## src/rtl/uart_pkg.sv

```systemverilog
// Shared encodings and helpers for the buffered UART loopback block.
package uart_pkg;

    typedef enum logic [1:0] {
        MODE_ECHO = 2'b00,
        MODE_FLIP = 2'b01,
        MODE_HOLD = 2'b10,
        MODE_DROP = 2'b11
    } mode_e;

    typedef enum logic [1:0] {
        LED_LAST_RX  = 2'b00,
        LED_RX_COUNT = 2'b01,
        LED_LEVEL    = 2'b10,
        LED_STATUS   = 2'b11
    } led_sel_e;

    typedef enum logic [1:0] {
        ST_IDLE = 2'd0,
        ST_ARM  = 2'd1,
        ST_WAIT = 2'd2
    } tx_state_e;

    // Swap case of ASCII letters; every other byte passes through.
    function automatic logic [7:0] case_flip(input logic [7:0] b);
        if ((b >= 8'h41 && b <= 8'h5A) || (b >= 8'h61 && b <= 8'h7A))
            return b ^ 8'h20;
        return b;
    endfunction

endpackage

```

## src/rtl/uart_loopback_buffered_fifo.sv

```systemverilog
// Synchronous byte FIFO with first-word fall-through head and a 0..DEPTH level.
module sync_fifo #(
    parameter int WIDTH = 8,
    parameter int DEPTH = 16
) (
    input  logic                       clk,
    input  logic                       reset,
    input  logic                       push,
    input  logic [WIDTH-1:0]           push_data,
    input  logic                       pop,
    output logic [WIDTH-1:0]           pop_data,
    output logic                       full,
    output logic                       empty,
    output logic [$clog2(DEPTH):0]     level
);
    localparam int AW = $clog2(DEPTH);
    localparam int LW = AW + 1;

    logic [WIDTH-1:0] mem_q [DEPTH];
    logic [AW-1:0]    wr_ptr_q, wr_ptr_d;
    logic [AW-1:0]    rd_ptr_q, rd_ptr_d;
    logic [LW-1:0]    level_q, level_d;
    logic             do_push, do_pop;

    assign full     = (level_q == LW'(DEPTH));
    assign empty    = (level_q == '0);
    assign level    = level_q;
    assign pop_data = mem_q[rd_ptr_q];
    assign do_push  = push && !full;
    assign do_pop   = pop && !empty;

    always_comb begin
        wr_ptr_d = wr_ptr_q;
        rd_ptr_d = rd_ptr_q;
        level_d  = level_q;
        if (do_push)
            wr_ptr_d = wr_ptr_q + AW'(1);
        if (do_pop)
            rd_ptr_d = rd_ptr_q + AW'(1);
        case ({do_push, do_pop})
            2'b10:   level_d = level_q + LW'(1);
            2'b01:   level_d = level_q - LW'(1);
            default: level_d = level_q;
        endcase
    end

    always_ff @(posedge clk) begin
        if (reset) begin
            wr_ptr_q <= '0;
            rd_ptr_q <= '0;
            level_q  <= '0;
        end else begin
            wr_ptr_q <= wr_ptr_d;
            rd_ptr_q <= rd_ptr_d;
            level_q  <= level_d;
        end
    end

    // Storage is not reset; the pointers define what is valid.
    always_ff @(posedge clk) begin
        if (do_push)
            mem_q[wr_ptr_q] <= push_data;
    end

endmodule

```

## src/rtl/uart_loopback_buffered.sv

```systemverilog
// FIFO-decoupled UART loopback with data modes, overflow flag, counters and LED debug views.
//   state | meaning
//   IDLE  | waiting for a queued byte, transmitter free and mode not hold
//   ARM   | start just issued; covers the transmitter's busy latency
//   WAIT  | transmitter busy; return to IDLE when it drops
module uart_loopback_buffered
    import uart_pkg::*;
#(
    parameter int FIFO_DEPTH = 16,
    parameter int CNT_WIDTH  = 16,
    parameter int LED_WIDTH  = 8
) (
    input  logic                 clk,
    input  logic                 reset,
    input  logic                 rx_data_ready,
    input  logic [7:0]           rx_data,
    input  logic                 tx_busy,
    output logic                 tx_start,
    output logic [7:0]           tx_data,
    input  logic [1:0]           mode,
    input  logic [1:0]           led_sel,
    output logic [LED_WIDTH-1:0] led,
    output logic                 overflow,
    output logic [CNT_WIDTH-1:0] rx_count,
    output logic [CNT_WIDTH-1:0] tx_count
);
    localparam int LVL_W = $clog2(FIFO_DEPTH) + 1;

    tx_state_e            state_q, state_d;
    logic                 tx_start_q, tx_start_d;
    logic [7:0]           tx_data_q, tx_data_d;
    logic [7:0]           last_rx_q, last_rx_d;
    logic                 overflow_q, overflow_d;
    logic [CNT_WIDTH-1:0] rx_count_q, rx_count_d;
    logic [CNT_WIDTH-1:0] tx_count_q, tx_count_d;
    logic [LED_WIDTH-1:0] led_q, led_d;

    logic                 fifo_push, fifo_pop, fifo_full, fifo_empty;
    logic [7:0]           fifo_head;
    logic [LVL_W-1:0]     fifo_level;
    logic [31:0]          level_w;
    mode_e                mode_m;
    led_sel_e             led_sel_m;

    assign mode_m    = mode_e'(mode);
    assign led_sel_m = led_sel_e'(led_sel);
    assign level_w   = 32'(fifo_level);

    sync_fifo #(.WIDTH(8), .DEPTH(FIFO_DEPTH)) u_fifo (
        .clk       (clk),
        .reset     (reset),
        .push      (fifo_push),
        .push_data (rx_data),
        .pop       (fifo_pop),
        .pop_data  (fifo_head),
        .full      (fifo_full),
        .empty     (fifo_empty),
        .level     (fifo_level)
    );

    always_comb begin
        state_d    = state_q;
        tx_start_d = 1'b0;
        fifo_pop   = 1'b0;
        case (state_q)
            ST_IDLE: begin
                if (!fifo_empty && !tx_busy && mode_m != MODE_HOLD) begin
                    tx_start_d = 1'b1;
                    fifo_pop   = 1'b1;
                    state_d    = ST_ARM;
                end
            end
            ST_ARM:  state_d = ST_WAIT;
            ST_WAIT: if (!tx_busy) state_d = ST_IDLE;
            default: state_d = ST_IDLE;
        endcase
    end

    always_comb begin
        fifo_push  = rx_data_ready && (mode_m != MODE_DROP);
        last_rx_d  = rx_data_ready ? rx_data : last_rx_q;
        overflow_d = overflow_q | (fifo_push & fifo_full);
        rx_count_d = rx_count_q;
        if (fifo_push && !fifo_full)
            rx_count_d = rx_count_q + CNT_WIDTH'(1);
        tx_data_d  = tx_data_q;
        tx_count_d = tx_count_q;
        if (tx_start_d) begin
            tx_data_d  = (mode_m == MODE_FLIP) ? case_flip(fifo_head) : fifo_head;
            tx_count_d = tx_count_q + CNT_WIDTH'(1);
        end
        case (led_sel_m)
            LED_LAST_RX:  led_d = last_rx_q;
            LED_RX_COUNT: led_d = rx_count_q[7:0];
            LED_LEVEL:    led_d = (level_w > 32'd255) ? 8'hFF : level_w[7:0];
            default:      led_d = {overflow_q, fifo_full, fifo_empty, 1'b0, state_q, mode};
        endcase
    end

    always_ff @(posedge clk) begin
        if (reset)
            state_q <= ST_IDLE;
        else
            state_q <= state_d;
    end

    always_ff @(posedge clk) begin
        if (reset) begin
            tx_start_q <= 1'b0;
            tx_data_q  <= '0;
            last_rx_q  <= '0;
            overflow_q <= 1'b0;
            rx_count_q <= '0;
            tx_count_q <= '0;
            led_q      <= '0;
        end else begin
            tx_start_q <= tx_start_d;
            tx_data_q  <= tx_data_d;
            last_rx_q  <= last_rx_d;
            overflow_q <= overflow_d;
            rx_count_q <= rx_count_d;
            tx_count_q <= tx_count_d;
            led_q      <= led_d;
        end
    end

    assign tx_start = tx_start_q;
    assign tx_data  = tx_data_q;
    assign overflow = overflow_q;
    assign rx_count = rx_count_q;
    assign tx_count = tx_count_q;
    assign led      = led_q;

endmodule

```

## config.mk

```make
export PLATFORM = sky130hd
export DESIGN_NAME = uart_loopback_buffered
export DESIGN_NICKNAME = d
export VERILOG_FILES = /design/src/rtl/uart_pkg.sv /design/src/rtl/uart_loopback_buffered_fifo.sv /design/src/rtl/uart_loopback_buffered.sv
export SDC_FILE = /design/constraint.sdc
export NUM_CORES = 1
export LEC_CHECK = 0
export BUFFER_PORTS_ARGS = -buffer_cell sky130_fd_sc_hd__clkbuf_2
export CORE_ASPECT_RATIO = 1.4
export CORE_MARGIN = 4
export CORE_UTILIZATION = 55
export DETAILED_ROUTE_END_ITERATION = 8
export HOLD_SLACK_MARGIN = 0.1
export PLACE_DENSITY = 0.74
export SYNTH_ARGS = -nofsm -noshare
export SYNTH_HDL_FRONTEND = slang
export SYNTH_SLANG_ARGS = --single-unit
```

## constraint.sdc

```tcl
create_clock -name clk -period 3.4 [get_ports clk]
set_input_delay 0.17 -clock clk [delete_from_list [all_inputs] [get_ports clk]]
set_output_delay 0.17 -clock clk [all_outputs]
set_load 0.01 [all_outputs]
```

# Word-level counts from Yosys, hierarchy flattened
# Memory sizes are Yosys's and may differ from the RTL's. A register that Yosys moved wholly into a read port is not among the register bits.
# Cells that the tools add are included.
# totals
ff_bits	73
ram_bits	128
in_bits	16
wordCells	71
mem_count	1
# memory_table
memory	depth	word_bits	read_ports	rd_clocked_by_memory_dff	wr	line	text
u_fifo.mem_q	16	8	1	1	1	uart_loopback_buffered_fifo.sv:19	logic [WIDTH-1:0] mem_q [DEPTH];
# op_classes
n_addsub	6
order_cmp	5
eq_ne	12
mux	17
n_bitwise	3
n_reduce_logical	16
# op_table
op	count
16-bit by 1-bit adder with 16-bit output (second input constant)	2
8-bit 2-to-1 mux	4
8-bit one-hot mux with 3 select lines	1
8-bit by 7-bit greater-or-equal comparator with 1-bit output (second input constant)	2
8-bit by 7-bit less-or-equal comparator with 1-bit output (second input constant)	2
5-bit one-hot mux with 2 select lines	1
4-bit by 1-bit adder with 4-bit output (second input constant)	2
2-bit by 1-bit equality test with 1-bit output (second input constant)	4
5-bit by 8-bit > comparator with 1-bit output (second input constant)	1
4-bit 2-to-1 mux	2
2-bit inequality test (second input constant)	4
1-bit logical AND	7
2-bit equality test (second input constant)	3
1-bit 2-to-1 mux	6
2-bit one-hot mux with 3 select lines	1
5-bit by 1-bit adder with 5-bit output (second input constant)	1
5-bit equality test (second input constant)	1
5-bit logical NOT	1
5-bit by 1-bit subtractor with 5-bit output (second input constant)	1
2-bit logical NOT	2
2-bit 2-to-1 mux	2
1-bit logical NOT	3
2-bit AND reduction	1
2-bit nonzero test	1
other kinds (4)	4

# Logic depth before layout (Yosys ltp)
# Gate-level depths: netlist of the first run.
# depth
word_depth	9
depth_mapped	16
mapped_depth_nobuf	13

# Cells and area by module
# From an unflattened synthesis of the first run, not the netlist that was laid out.
# hier_totals
cells_unflattened	624
hier_area_um2	8499.4
# by_module_without_submodules
module	n_inst	cells_each	area_per_inst_um2	seq_area_each_um2
sync_fifo	1	330	5891.9	4184.0
uart_loopback_buffered	1	294	2607.5	1201.2

# Worst setup path after synthesis of the first run
# Ideal clock, no wire load.
# synth_path
kind	input-to-reg
from	input port rx_data_ready
to	register u_fifo.level_q[4], in the netlist u_fifo.level[4]
arrival_time_ns	2.994
t_required_ns	3.272
slack_ns	0.278
cell_stages	16
cell_sequence	clkbuf_1 a21bo_1 a21oi_1 clkbuf_1 buf_2 inv_2 ha_1 clkbuf_1 xor2_1 ha_1 a41oi_1 nor3b_1 o21ai_0 a31oi_1 xnor2_1 nor2_1
# synth_between
elab_chain_cells	4
# synth_lines
item	line	text
start, declared	uart_loopback_buffered.sv:15	input logic rx_data_ready,
1-bit logical AND *	uart_loopback_buffered.sv:80	fifo_push = rx_data_ready && (mode_m != MODE_DROP);
1-bit logical AND *	uart_loopback_buffered_fifo.sv:29	assign do_push = push && !full;
2-bit by 1-bit equality test with 1-bit output or 2-bit equality test (tied branches)	uart_loopback_buffered_fifo.sv:40	case ({do_push, do_pop})
5-bit one-hot mux with 2 select lines or 2-bit nonzero test (tied branches)	n/a	
end signal, assigned	uart_loopback_buffered_fifo.sv:55	level_q <= level_d;
end, declared	uart_loopback_buffered_fifo.sv:22	logic [LW-1:0] level_q, level_d;
# Every way passes the cells marked *; elsewhere a longest branch is shown, timed or not.
# A chain may end at the register's enable or synchronous reset.

==> results of run 1 <==
-- layer usage --
layer  share of wire [%]  vias to the layer above  track usage, %
met5                   0                        -               0
met1                  38                     2543            24.5
li1                    -                     2354               -
met3                 5.0                       42            3.06
met2                  55                      182            38.4
met4                 2.8                        0            6.26
-- area by class of cell --
class                      instances  area (µm²)
inverter                           6        22.5
sequential                       205        5390
clock buffer                      27         558
multi-input combinational        345        2670
clock inverter                    10        73.8
fill                            1046        5090
tap                              189         236
timing repair buffer              93         538
-- stage by stage --
stage / util [%] / worst slack (ns)
floorplan: - / 0.278
global placement: 60.7 / 0.669
detailed placement: 60.7 / 0.584
CTS: 65.1 / 0.572
global route: 65.1 / 0.364
finish: 65.1 / 0.580
-- logic make-up (layout without fill, tap and decap cells) --
kind of cell	count (synthesis)	in the layout	synth area share [%]
compound gates	50	50	3.66
xor+xnor	35	35	3.73
fa+ha+maj	9	9	1.37
buf+inv	34	136	2.00
flops	205	205	65.5
mux	54	54	12.6
simple gates	197	197	11.1
-- final timing paths --
check,depth (start not counted),endpoint
setup / recovery,8,tx_data[5]
hold / removal,4,overflow
setup reg to reg,8,tx_data[5]
hold reg to reg,2,tx_data[1]
-- Yosys cell counts --
cell type	number
xnor2_1	11
nand2_1	41
mux4_1	1
dfxtp_1	77
mux2i_1	15
inv_2	2
nor2b_1	7
inv_1	4
clkbuf_1	14
o21ai_0	7
a31oi_1	4
mux4_2	38
nand3b_1	1
a311o_1	1
nand4bb_1	1
a41oi_1	3
buf_12	1
nor3_1	10
or4b_2	1
o21ai_1	5
a21oi_1	21
nor2_1	79
a22oi_1	5
o22a_1	1
a21oi_2	1
and2_1	2
nand2b_1	6
nor4_1	3
a21bo_1	1
edfxtp_1	128
xor2_1	24
buf_1	7
o31a_1	1
ha_1	9
nor3b_1	3
and3_1	3
nand3_1	15
buf_6	2
nand4_1	18
or3_1	7
buf_2	4
-- flip-flops by register name, indices dropped and copies added, names as in the netlist, named ones only --
signal / cells
led: 8
u_fifo.mem_q: 128
u_fifo.wr_ptr_q: 4
state_q: 2
u_fifo.rd_ptr_q: 4
rx_count: 16
tx_start: 1
tx_data: 8
tx_count: 16
last_rx_q: 8
overflow: 1
u_fifo.level: 5
-- worst max-delay path: cells and delay by family (launching register included) --
family | cells | cell delay [ns]
AOI/OAI and AO/OA | 3 | 0.66
DFF | 1 | 0.67
buffers and inverters | 1 | 0.23
muxes | 2 | 0.63
and+or+nand+nor | 2 | 0.50
-- power groups by stage --
stage,Sequential [mW],Combinational [mW],Clock (mW)
2_1_floorplan,2.90,0.782,0
3_3_place_gp,2.95,1.01,0
3_5_place_dp,2.96,1.03,0
4_1_cts,2.91,1.04,2.16
5_1_grt,2.93,1.13,2.27
6_report,2.90,1.04,2.12
==> results.json, run 1 <==
{
  "die-area_mm2": 0.0170,
  "p_sw_mw": 1.55,
  "finalHoldViolations": 0,
  "nets": 697,
  "antenna_found_initial": 0,
  "synthesis.nets": 609,
  "clk_pin_slew_ns": 0.06,
  "synth_warnings": 0,
  "p_comb_share_pct": 17.2,
  "synth-seq-area-share_pct": 65.5,
  "dp_hpwl_um": 12500,
  "dieWidth_um": 111,
  "tightestPinTransition_ns": 0.968,
  "p_int_mw": 4.51,
  "cts-root-buf": "clkbuf_16",
  "synthTopCellsByArea": "edfxtp_1, dfxtp_1, mux4_2",
  "drtIter0Drc": 456,
  "r2r_slack_ns": 0.58,
  "power_density_mw_per_mm2": 639,
  "cts_resized": 0,
  "drive_above_1_share_pct": 23.9,
  "grt_pass1_wl_um": 27900,
  "seq_power_share_pct": 47.9,
  "setup_tns_ns": 0,
  "synth_top_area_share_pct": 46.8,
  "htreeDepth": 1,
  "clock_latency_ns": 0.49,
  "start_util_pct": 56.4,
  "cts_hold_buf": 1,
  "wl_um": 17600,
  "cp_max_fo": 16,
  "drc": 0,
  "core_mm2": 0.0146,
  "cp-end-kind": "register",
  "cpPeakStageDelay_ns": 0.67,
  "status": "complete, no violations",
  "p_leak_nw": 3.34,
  "max_cap_viol_count": 0,
  "track_usage_pct": 20.6,
  "grt.overflow.total": 0,
  "grt_max_degree": 47,
  "critPathRequiredTime_ns": 3.77,
  "pin_count": 66,
  "worstHoldStart": "mode[0]",
  "startpoint_type": "register",
  "final.period_utilization_pct": 82.9,
  "final_cell_mix": "edfxtp_1, nor2_1, dfxtp_1",
  "yosysTopAreaCell": "edfxtp_1",
  "ant_nets": 0,
  "dp_cells": 837,
  "hp-class": "primary input to register",
  "peakVddDrop_v": 0.000448,
  "power_frac_clock_pct": 34.9,
  "postSynthAreaPerCell_um2": 14.1,
  "vias_per_cell": 5.85,
  "finalCriticalPeriod_ns": 2.82,
  "setup_viol": 0,
  "num_vias": 5121,
  "path_cells": "buf_4 > mux4_2 > a22oi_1 > nand3_1 > nor4_1 > a21oi_2 > mux2i_1 > a311o_1",
  "wl_per_cell_um": 20.1,
  "rsz0062_at_grt": "false",
  "arrival_ns": 3.19,
  "clk_path_buf_depth": 3,
  "syn_to_final_growth_pct": 15.5,
  "total_power_mw": 6.06,
  "relSlewSlack_pct": 35.5,
  "maxSlewViolCount": 0,
  "placed_area_mm2": 0.00884,
  "dr.pass1.iters": 5,
  "synth_seq_cells": 205,
  "p_sw_share_pct": 25.6,
  "netlist_instances": 584,
  "gp_congestion": 0.913,
  "path_class": "register to register",
  "design_area_mm2": 0.00949,
  "max_freq_mhz": 355,
  "numCtsBuffers": 21,
  "syn-cell-area_mm2": 0.00822,
  "layout_commonest_cell": "edfxtp_1",
  "fin_worst_skew_ns": 0.0155,
  "num_rows": 52,
  "hold_ws_ns": 0.131,
  "synthDistinctLibCells": 41,
  "port_buffers": 65,
  "cts_tree": "yes",
  "n_antenna_cell": 0,
  "final_cells": 875,
  "cts_sinks": 205,
  "cts_setup_buffers": 0,
  "dieHeight_um": 153,
  "critical-path-slowest-cell": "dfxtp_2",
  "grt_pass1_vias": 5169
}
Note: power is estimated with default switching activity, not from simulation.
==> inputs of run 2 (changes only) <==
clock period = 2.71 ns   (was 3.4 ns; I/O delays follow)
==> run 2 against run 1 <==
Fmax grew 8.8%. Sequential power increased by 24%. Hold slack worse by 0.021 ns. Clock power grew 23%. Final area rose by 1.8%. First-iteration DRC count down 3.9%. Largest power group unchanged.
==> results.json, run 2 (synthesis results as in run 1) <==
{
  "status": "complete, no violations",
  "final_cells": 884,
  "die-area_mm2": 0.0170,
  "clk_path_buf_depth": 3,
  "worst_r2r_path_depth": 7,
  "cts-root-buf": "clkbuf_16",
  "start_util_pct": 56.4,
  "path_class": "register to register",
  "power_density_mw_per_mm2": 791,
  "dp_slack_ns": 0.0820,
  "max_freq_mhz": 386,
  "multiInputGateArea_mm2": 0.00271,
  "relSlewSlack_pct": 50.3,
  "wl_per_cell_um": 20.0,
  "layout_setup_ws_ns": 0.119,
  "htreeDepth": 1,
  "dp_hpwl_um": 11800,
  "vias_per_cell": 5.85,
  "n_antenna_cell": 0,
  "layout_commonest_cell": "edfxtp_1",
  "cts_sinks": 205,
  "final_util_pct": 66.3,
  "r2r_slack_ns": 0.12,
  "finalCriticalPeriod_ns": 2.59,
  "wl_um": 17700,
  "ant_nets": 0,
  "numCtsBuffers": 20,
  "worstHoldStart": "rx_data[1]",
  "nets": 706,
  "startpoint_type": "register",
  "maxSlewViolCount": 0,
  "r2r-end": "tx_data[5]",
  "drtIter0Drc": 438,
  "hold_ws_ns": 0.110,
  "dp_cells": 838,
  "max_cap_viol_count": 0,
  "grt_pass1_wl_um": 27900,
  "cts_setup_buffers": 0,
  "syn_to_final_growth_pct": 17.5,
  "grt_pass1_vias": 5205,
  "clk_pin_slew_ns": 0.06,
  "arrival_ns": 2.96,
  "fin_worst_skew_ns": 0.0158,
  "p_leak_nw": 3.41,
  "tightestPinTransition_ns": 0.746,
  "rsz0062_at_grt": "false",
  "dieHeight_um": 153,
  "fill_cells": 1042,
  "final_cell_mix": "edfxtp_1, nor2_1, dfxtp_1",
  "setup_tns_ns": 0,
  "hold-path-endpoint": "u_fifo.mem_q[10][1]",
  "antenna_found_initial": 0,
  "grt_max_degree": 76,
  "hp-class": "primary input to register",
  "track_usage_pct": 20.3,
  "drc": 0,
  "cp_max_fo": 14,
  "largest_reg_flops": 128,
  "drive_above_1_share_pct": 24.6,
  "final.period_utilization_pct": 95.6,
  "gp_congestion": 0.946,
  "num_vias": 5174,
  "core_mm2": 0.0146,
  "worstHoldPathCells": 1,
  "num_rows": 52,
  "clock_latency_ns": 0.49,
  "finalHoldViolations": 0,
  "setup_viol": 0,
  "pin_count": 66,
  "grt.overflow.total": 0,
  "port_buffers": 65,
  "largest-register": "u_fifo.mem_q",
  "critPathRequiredTime_ns": 3.08,
  "cts_tree": "yes",
  "peakVddDrop_v": 0.000524,
  "dieWidth_um": 111,
  "dr.pass1.iters": 5,
  "ff_latch_area_mm2": 0.00539,
  "cp-end-kind": "register"
}
==> run 2: changes by cell type in the layout (fill, tap and decap cells not counted), sizes merged <==
cell         before  now
bufinv            1    0
clkbuf           92   93
dlygate4sd3       1    9
buf              27   28
clkinv            8    7
clkinvlp          0    1
==> run 2: worst max-delay path, cell delays in order, from the launching register on <==
cell	delay [ns]
dfxtp_2	0.40
buf_12	0.19
mux4_2	0.52
mux4_2	0.50
nand4bb_4	0.27
a21oi_2	0.15
mux2i_1	0.10
a311o_1	0.34
==> run 2: area by class of cell <==
| cell class | instances | share of cell area [%] |
|---|---|---|
| Clock buffer | 27 | 5.99 |
| Clock inverter | 9 | 0.467 |
| Inverter | 6 | 0.233 |
| Multi-Input combinational cell | 345 | 28.1 |
| Sequential cell | 205 | 55.8 |
| Tap cell | 189 | 2.45 |
| Timing Repair Buffer | 103 | 7.00 |
==> run 2: how the worst max path moves through the flow <==
| stage | end |
|---|---|
| floorplan | u_fifo.level[4] |
| detailed placement | tx_data[5] |
| global route | u_fifo.level[4] |
| CTS | tx_data[5] |
| finish | tx_data[5] |
| global placement | tx_data[5] |
==> run 2: routing by layer <==
layer / part of all wire, % / wire [µm] / vias to the layer above / track usage [%]
met4: 2.9 / 521 / 0 / 6.49
met3: 4.9 / 872 / 41 / 3.34
met5: 0 / 0 / - / 0
met1: 36 / 6440 / 2584 / 24.3
met2: 56 / 9830 / 178 / 37.3
li1: - / - / 2371 / -
==> run 2: repair_timing <==
action | CTS | global route
gates resized for setup | 0 | 2
hold buffers | 9 | 0
setup endpoints to repair | 0 | 1
endpoints found under the hold margin | 77 | 0
==> run 2: where the power goes <==
part | switching (mW) | internal, mW | leakage (nW)
sequential | 0.143 | 3.46 | 1.78
combinational | 0.730 | 0.710 | 1.31
clock | 1.10 | 1.50 | 0.312
total | 1.98 | 5.66 | 3.41
==> run 2: metrics by stage <==
stage / total power [mW] / area (µm²)
2_1_floorplan: 4.65 / 8250
3_5_place_dp: 5.02 / 8890
4_1_cts: 7.62 / 9610
5_1_grt: 7.97 / 9660
6_report: 7.64 / 9660
3_3_place_gp: 4.97 / 8890
==> inputs of run 3 (changes only) <==
SETUP_SLACK_MARGIN = 0.2   (was unset)
==> run 3 against run 2 <==
Combinational power increased by 19%. Setup slack improved by 0.030 ns. Hold slack got worse by 0.0030 ns. Clock skew decreased by 0.0066 ns. Register-to-register slack improved by 0.03 ns. Fmax increased by 1.2%. Sequential share of layout area decreased by 1.7 points. Global-route usage increased by 1.0 points. Critical endpoint unchanged.
==> results.json, run 3 (synthesis results as in run 1) <==
{
  "status": "complete, no violations",
  "design_area_mm2": 0.00997,
  "dieWidth_um": 111,
  "drive_above_1_share_pct": 28.0,
  "cts_sinks": 205,
  "n_antenna_cell": 0,
  "fin_worst_skew_ns": 0.00919,
  "r2r-end": "tx_data[5]",
  "hold-path-endpoint": "u_fifo.mem_q[12][4]",
  "max_cap_viol_count": 0,
  "wl_um": 18500,
  "path_class": "register to register",
  "drt-met1-wl_um": 6800,
  "grt_pass1_vias": 5285,
  "rsz0062_at_grt": "true",
  "track_usage_pct": 21.3,
  "grt_pass1_wl_um": 28800,
  "top_layer": "met4",
  "grt.overflow.total": 0,
  "wl_per_cell_um": 20.7,
  "clock_latency_ns": 0.50,
  "path_buf_inv": 2,
  "dieHeight_um": 153,
  "gp_congestion": 0.903,
  "critical-path-slowest-cell": "mux4_2",
  "hp-class": "primary input to register",
  "antenna_found_initial": 0,
  "peakVddDrop_v": 0.000598,
  "met3WireLength_um": 950,
  "path_cells": "clkbuf_16 > buf_4 > mux4_2 > a22oi_1 > nand3_1 > nor4_2 > a21oi_2 > mux2i_1 > a311o_1",
  "drtIter0Drc": 451,
  "dr.pass1.iters": 5,
  "cp_max_fo": 6,
  "port_buffers": 65,
  "cts-root-buf": "clkbuf_16",
  "nets": 718,
  "largest_reg_flops": 128,
  "layout_commonest_cell": "edfxtp_1",
  "worstHoldStart": "rx_data[4]",
  "setup_viol": 0,
  "htreeDepth": 1,
  "cp_top_family": "compound AO/OA/AOI/OAI gates",
  "cpPeakStageDelay_ns": 0.49,
  "power_density_mw_per_mm2": 846,
  "num_rows": 52,
  "syn_to_final_growth_pct": 21.3,
  "final_util_pct": 68.4,
  "arrival_ns": 2.94,
  "drc": 0,
  "r2r_slack_ns": 0.15,
  "p_leak_nw": 3.52,
  "placed_area_mm2": 0.00893,
  "final_cell_mix": "edfxtp_1, nor2_1, dfxtp_1",
  "clk_path_buf_depth": 3,
  "clk_pin_slew_ns": 0.06,
  "num_vias": 5239,
  "start_util_pct": 56.4,
  "vias_per_cell": 5.84,
  "dp_hpwl_um": 11800,
  "cp-end-kind": "register",
  "numCtsBuffers": 21,
  "die-area_mm2": 0.0170,
  "worstHoldPathCells": 1,
  "setup_tns_ns": 0,
  "critPathRequiredTime_ns": 3.09,
  "cts_tree": "yes",
  "finalCriticalPeriod_ns": 2.56,
  "maxSlewViolCount": 0,
  "tightestPinTransition_ns": 0.617,
  "core_mm2": 0.0146,
  "pin_count": 66,
  "relSlewSlack_pct": 58.8,
  "max_freq_mhz": 390,
  "worst_r2r_path_depth": 9,
  "final.period_utilization_pct": 94.5,
  "grt_max_degree": 47,
  "startpoint_type": "register",
  "finalHoldViolations": 0,
  "largest-register": "u_fifo.mem_q",
  "ant_nets": 0,
  "dr_wl_met2_um": 10200
}
==> run 3: changes by cell type in the layout (fill, tap and decap cells not counted), moves of 2 or more <==
cell,change
ha_1,-2
buf_4,+9
clkbuf_8,-3
buf_12,+2
bufinv_16,+5
dfxtp_1,-3
dfxtp_4,+2
clkinv_2,-3
clkinvlp_4,+2
dlygate4sd3_1,-2
==> run 3: worst max path at each step <==
stage | endpoint | slack, ns | cells after the start
2_1_floorplan | u_fifo.level[4] | 0.11 | 15
4_1_cts | tx_data[5] | 0.21 | 9
6_report | tx_data[5] | 0.15 | 9
5_1_grt | tx_data[5] | 0.08 | 9
3_5_place_dp | tx_data[5] | 0.13 | 7
3_3_place_gp | tx_data[5] | 0.16 | 7
==> run 3: final cells by class <==
class / instances / area (µm²)
Timing Repair Buffer: 114 / 802
Fill cell: 976 / 4610
Inverter: 6 / 25.0
Clock buffer: 24 / 537
Tap cell: 189 / 236
Clock inverter: 14 / 210
Multi-Input combinational cell: 345 / 2760
Sequential cell: 205 / 5400
==> run 3: where the power goes <==
part / total, mW / internal (mW) / switching, mW / leakage, nW
clock: 3.09 / 1.91 / 1.18 / 0.352
combinational: 1.72 / 0.913 / 0.808 / 1.39
sequential: 3.62 / 3.46 / 0.158 / 1.78
==> run 3: what timing repair did <==
item	CTS	global route
pin swaps	0	5
hold endpoints to repair	44	0
cloned	1	1
buffers inserted	1	10
hold buffers	7	0
gates resized for setup	1	9
setup endpoints to repair	2	4
==> run 3: metal layers <==
metal  track usage [%]  vias up
met5                 0        -
met4              6.90        0
met3              3.26       52
met2              39.8      203
met1              24.9     2585
li1                  -     2399
==> run 3: through the flow <==
step / cells / setup slack [ns] / hold slack [ns] / total power [mW]
floorplan: 584 / 0.107 / 0.234 / 4.70
global placement: 839 / 0.156 / 0.415 / 5.03
detailed placement: 839 / 0.133 / 0.420 / 5.07
CTS: 886 / 0.208 / 0.111 / 8.28
global route: 897 / 0.0809 / 0.127 / 8.79
finish: 897 / 0.148 / 0.107 / 8.44
